<file path="src/rtl/data_sync_tx_pkg.sv">
// rtl/data_sync_tx_pkg.sv - shared state encoding and counter sizing for the CDC transmit scheduler
package data_sync_tx_pkg;

  typedef enum logic [2:0] {
    IDLE        = 3'd0,
    HOLD        = 3'd1,
    GAP         = 3'd2,
    WAIT_ACK_HI = 3'd3,
    WAIT_ACK_LO = 3'd4
  } tx_state_e;

  // Counter must hold max(HOLD_CYCLES, GAP_CYCLES)-1; sized as clog2(max+1).
  function automatic int unsigned cnt_width(input int unsigned hold, input int unsigned gap);
    int unsigned m;
    m = (hold > gap) ? hold : gap;
    return (m < 1) ? 1 : $clog2(m + 1);
  endfunction

endpackage

</file>
<file path="src/rtl/rr_arbiter.sv">
// rtl/rr_arbiter.sv - combinational round-robin arbiter; search starts one past the pointer
module rr_arbiter #(
  parameter  int unsigned NUM_REQ = 4,
  localparam int unsigned IDW     = $clog2(NUM_REQ)
) (
  input  logic [NUM_REQ-1:0] req,
  input  logic [IDW-1:0]     ptr,
  output logic [NUM_REQ-1:0] grant,
  output logic [IDW-1:0]     grant_idx
);

  logic           found;
  logic [IDW-1:0] cand;

  always_comb begin
    found     = 1'b0;
    cand      = '0;
    grant     = '0;
    grant_idx = '0;
    for (int k = 1; k <= int'(NUM_REQ); k++) begin
      cand = IDW'((int'(ptr) + k) % int'(NUM_REQ));
      if (!found && req[cand]) begin
        found       = 1'b1;
        grant[cand] = 1'b1;
        grant_idx   = cand;
      end
    end
  end

endmodule

</file>
<file path="src/rtl/data_sync_tx_ctrl.sv">
// rtl/data_sync_tx_ctrl.sv - round-robin transmit scheduler feeding one bus+enable CDC crossing
// Optional: DATA_SYNC_TX_ACK_HANDSHAKE_EN selects a four-phase ack handshake instead of hold/gap timers.
module data_sync_tx_ctrl
  import data_sync_tx_pkg::*;
#(
  parameter  int unsigned WIDTH       = 8,
  parameter  int unsigned NUM_REQ     = 4,
  parameter  int unsigned HOLD_CYCLES = 6,
  parameter  int unsigned GAP_CYCLES  = 4,
  localparam int unsigned IDW         = $clog2(NUM_REQ)
) (
  input  logic                     CLK,
  input  logic                     RST,
  input  logic [NUM_REQ-1:0]       req_valid,
  input  logic [NUM_REQ*WIDTH-1:0] req_data,
  output logic [NUM_REQ-1:0]       req_ready,
  input  logic                     sync_ack,
  output logic [WIDTH-1:0]         unsync_bus,
  output logic                     bus_enable,
  output logic [IDW-1:0]           grant_id,
  output logic                     busy
);

  tx_state_e        state_q, state_d;
  logic [IDW-1:0]   ptr_q, ptr_d;
  logic [WIDTH-1:0] bus_q, bus_d;
  logic [IDW-1:0]   gid_q, gid_d;
  logic             en_q, en_d;
  logic [NUM_REQ-1:0] arb_grant;
  logic [IDW-1:0]   arb_idx;
  logic [WIDTH-1:0] sel_data;
  logic             accept;

  rr_arbiter #(.NUM_REQ(NUM_REQ)) u_arb (
    .req       (req_valid),
    .ptr       (ptr_q),
    .grant     (arb_grant),
    .grant_idx (arb_idx)
  );

  assign accept = (state_q == IDLE) && (|arb_grant);

  always_comb begin
    sel_data = '0;
    for (int i = 0; i < int'(NUM_REQ); i++) begin
      if (arb_grant[i]) sel_data = req_data[i*WIDTH +: WIDTH];
    end
  end

`ifndef DATA_SYNC_TX_ACK_HANDSHAKE_EN
  localparam int unsigned CNT_W = cnt_width(HOLD_CYCLES, GAP_CYCLES);
  logic [CNT_W-1:0] cnt_q, cnt_d;
  logic             unused_sync_ack;

  assign unused_sync_ack = sync_ack;

  always_comb begin
    state_d = state_q;
    cnt_d   = cnt_q;
    case (state_q)
      IDLE: if (accept) begin
        state_d = HOLD;
        cnt_d   = CNT_W'(HOLD_CYCLES - 1);
      end
      HOLD: if (cnt_q == '0) begin
        state_d = GAP;
        cnt_d   = CNT_W'(GAP_CYCLES - 1);
      end else begin
        cnt_d = cnt_q - CNT_W'(1);
      end
      GAP: if (cnt_q == '0) state_d = IDLE;
           else cnt_d = cnt_q - CNT_W'(1);
      default: state_d = IDLE;
    endcase
  end

  always_ff @(posedge CLK or negedge RST) begin
    if (!RST) cnt_q <= '0;
    else      cnt_q <= cnt_d;
  end
`else
  // Ack is only looked at in the WAIT states, so a stale high ack in IDLE is harmless.
  always_comb begin
    state_d = state_q;
    case (state_q)
      IDLE:        if (accept)    state_d = WAIT_ACK_HI;
      WAIT_ACK_HI: if (sync_ack)  state_d = WAIT_ACK_LO;
      WAIT_ACK_LO: if (!sync_ack) state_d = IDLE;
      default:                    state_d = IDLE;
    endcase
  end
`endif

  always_comb begin
    en_d  = (state_d == HOLD) || (state_d == WAIT_ACK_HI);
    bus_d = accept ? sel_data : bus_q;
    gid_d = accept ? arb_idx  : gid_q;
    ptr_d = accept ? arb_idx  : ptr_q;
  end

  always_ff @(posedge CLK or negedge RST) begin
    if (!RST) begin
      state_q <= IDLE;
      ptr_q   <= IDW'(NUM_REQ - 1);
      bus_q   <= '0;
      gid_q   <= '0;
      en_q    <= 1'b0;
    end else begin
      state_q <= state_d;
      ptr_q   <= ptr_d;
      bus_q   <= bus_d;
      gid_q   <= gid_d;
      en_q    <= en_d;
    end
  end

  assign req_ready  = (state_q == IDLE) ? arb_grant : '0;
  assign unsync_bus = bus_q;
  assign bus_enable = en_q;
  assign grant_id   = gid_q;
  assign busy       = (state_q != IDLE);

endmodule

</file>
<file path="config.mk">
export PLATFORM = sky130hd
export DESIGN_NAME = data_sync_tx_ctrl
export DESIGN_NICKNAME = d
export VERILOG_FILES = /design/src/rtl/data_sync_tx_pkg.sv /design/src/rtl/rr_arbiter.sv /design/src/rtl/data_sync_tx_ctrl.sv
export SDC_FILE = /design/constraint.sdc
export NUM_CORES = 1
export LEC_CHECK = 0
export BUFFER_PORTS_ARGS = -buffer_cell sky130_fd_sc_hd__buf_2
export CORE_UTILIZATION = 51
export DETAILED_ROUTE_END_ITERATION = 16
export PLACE_DENSITY = 0.79
export SLEW_MARGIN = 10
export SYNTH_ARGS = -nofsm -noshare
export SYNTH_HDL_FRONTEND = slang
export SYNTH_SLANG_ARGS = --single-unit
</file>
<file path="constraint.sdc">
create_clock -name CLK -period 3.5 [get_ports CLK]
set_input_delay 0.175 -clock CLK [delete_from_list [all_inputs] [get_ports CLK]]
set_output_delay 0.175 -clock CLK [all_outputs]
set_load 0.005 [all_outputs]
</file>
==> results.py <==
metrics = {
    "timing": {
        "max_freq_mhz": 318,
        "slew_viol_final": 0,
        "hold_viol": 0,
        "finalCritPeriodShare_pct": 90.0,
        "finClkSkew_ps": 10.3,
        "setup_viol": 0,
        "rsz0062_at_grt": "false",
        "fin_setup_tns_ps": 0,
        "worstMarginPinSlew_ps": 609,
        "slew_headroom_pct": 58.2,
        "fin_crit_ps": 3150,
        "holdWs_ps": 165,
    },
    "critical_path": {
        "crit_family": "flip-flops",
        "critPathBufInv": 2,
        "crit_slowest_cell": "dfstp_2",
        "crit_chain": "inv_1, ha_1, mux2i_1, or2_1, a2bb2oi_1, a21oi_2, nor2_1, buf_2",
        "worst-path-max-fanout": 16,
        "ff2ff_setup_slack_ps": 430,
        "cp-startpoint": "ptr_q[1]",
        "cp.depth": 8,
        "crit_end": "req_ready[3]",
        "crit_required_ps": 3320,
        "start_kind": "register",
        "r2r_end": "unsync_bus[7]",
        "arrival_ps": 2970,
        "reg2reg_from": "ptr_q[1]",
        "crit_path_end_kind": "output pin",
        "path_class": "reg -> out",
        "reg2reg_depth": 8,
        "critPathMaxStageDelay_ps": 720,
    },
    "clock_network": {
        "h-tree-depth": 1,
        "postCtsSetupBuffers": 0,
        "tritoncts": "yes",
        "cts_buffers": 3,
        "cts_resized": 0,
        "cts_buffer_depth": 2,
        "clk_latency_ps": 300,
        "root_buffer": "clkbuf_4",
        "cts.sinks": 19,
        "hold_buffers": 1,
        "cts.clk_slew.worst_paths_ps": 120,
    },
    "die": {
        "die-area_um2": 3660,
        "ios": 55,
        "fp.coreArea_um2": 3150,
        "floorplan.rows": 20,
        "start_util_pct": 55.4,
        "die_y_um": 60.5,
        "die_width_um": 60.5,
    },
    "logic_synthesis": {
        "synth-adder-area-share_pct": 8.31,
        "yosysWarnings": 0,
        "yosys.area_share.simple_pct": 23.0,
        "yosys.cell_types.count": 61,
        "seq_area_frac_synth_pct": 27.4,
        "synth_edf_count": 0,
        "syn-cell-area_um2": 1750,
        "synth_xor_area_share_pct": 0.501,
        "ys_seq_elements": 19,
        "synthTopCellsByArea": "dfrtp_1, ha_1, a221oi_1",
        "synth_top_family_by_area": "compound AO/OA/AOI/OAI gates",
        "synth_area_leader_cell": "dfrtp_1",
        "netlist_instances": 197,
        "synthMuxAreaShare_pct": 5.52,
        "synth_compound_area_share_pct": 28.3,
        "synth-async-reset-ratio_pct": 100,
        "synth_top_cell_area_share_pct": 24.4,
        "avgSynthCellArea_um2": 8.87,
        "syn-num-nets": 246,
        "synthFlopType": "dfrtp_1",
    },
    "global_routing": {
        "grt_max_degree": 20,
        "antenna_found_initial": 0,
        "grt_util_all_layers_pct": 24.1,
        "grt_remaining_overflow": 0,
        "grt_pass1_vias": 1529,
        "grt_pass1_wl_mm": 6.77,
    },
    "cells_and_area": {
        "fin_util_pct": 65.6,
        "fin_nets": 297,
        "mostFrequentLayoutCells": "buf_2, dfrtp_1, nand2_1, nor2_1",
        "final_common_cell": "buf_2",
        "final_area_um2": 2070,
        "antenna_cells": 0,
        "drive_gt1_share_pct": 32.8,
        "area_growth_pct": 18.4,
        "fin_cells": 291,
    },
    "placed_design": {
        "placedCellCount": 286,
        "hpwlAfterDp_mm": 3.29,
        "place_area_um2": 2030,
        "gp_congestion": 0.845,
        "place.port_buffers": 53,
    },
    "drt": {
        "drt_iter0_drc": 86,
        "drt_first_pass_iters": 4,
        "drt_wl_total_mm": 4.29,
        "drc": 0,
        "viasPerCell": 6.05,
        "vias": 1760,
        "wire_per_inst_um": 14.7,
        "ant_nets": 0,
    },
    "power_and_ir_drop": {
        "max-vdd-ir-drop_mv": 0.513,
        "leakagePower_nw": 0.917,
        "power_density_nw_per_um2": 942,
    },
    "outcome": {
        "outcome": "finished clean",
    },
    "worst_hold_path": {
        "hold_class": "in -> reg",
    },
    "run": {
        "max_cap_violations": 0,
    },
}
-- through the flow --
step	setup WS, ps	total power, mW
final	351	1.95
after global routing	221	2.13
after CTS	398	1.94
after detailed placement	471	1.82
after global placement	459	1.80
after floorplan	398	1.46
-- kinds of logic after synthesis --
group,count (synthesis)
flip-flops,19
AO/OA/AOI/OAI,63
AND/OR/NAND/NOR,70
XOR/XNOR,1
multiplexers,8
buffers and inverters,23
other,1
adder cells (fa/ha/maj),12
-- worst reg2reg max path, delay by kind of cell, from the launching register on --
family,cells,cell delay [ps]
AO/OA/AOI/OAI,5,1150
adder cells (fa/ha/maj),1,360
buffers and inverters,1,200
flip-flops,1,720
multiplexers,1,550
-- where the power goes --
group	internal, mW	switching [mW]	leakage (nW)	total [mW]
Sequential	0.331	0.117	0.226	0.448
Clock	0.0425	0.0697	0.0177	0.112
Combinational	0.620	0.768	0.674	1.39
-- layout make-up --
| cell class | count | area, um2 |
|---|---|---|
| fillers | 301 | 1080 |
| clock buffers | 3 | 22.5 |
| well taps | 44 | 55.1 |
| inverters | 8 | 30.0 |
| multi-input cells | 155 | 1150 |
| clock inverters | 1 | 5.00 |
| flip-flops and latches | 19 | 478 |
| repair buffers | 61 | 328 |
-- state kept, by name, indices dropped and copies added (netlist names) --
signal	count
unsync_bus	8
cnt_q	3
state_q	3
grant_id	2
ptr_q	2
bus_enable	1
-- Yosys cell counts (all sizes together) (3+ instances only) --
library cell,number
mux2i,4
nor3,11
nand2b,6
ha,10
dfrtp,17
nor2,13
a21oi,10
o221ai,8
a221oi,10
and2,3
o2bb2ai,8
or2,4
buf,11
clkbuf,4
inv,8
o21ai,9
nand2,14
mux2,3
-- how the worst min path moves through the flow --
| stage | from | endpoint | slack (ps) | cells past startpoint |
|---|---|---|---|---|
| after floorplan | RST | bus_enable | -120 | 0 |
| after global placement | RST | state_q[2] | 130 | 1 |
| after detailed placement | RST | state_q[1] | 140 | 1 |
| after CTS | req_data[13] | unsync_bus[5] | 160 | 3 |
| after global routing | req_data[13] | unsync_bus[5] | 160 | 3 |
| final | req_data[13] | unsync_bus[5] | 160 | 3 |
-- metal layers --
layer  track usage (%)  wire length (um)  share of wire, %
met5                 0                 0                 0
met1              32.6              1930                45
met2              41.6              2220                52
met4              5.84                26              0.61
met3              2.56               107               2.5
(Power assumes the default switching activity.)
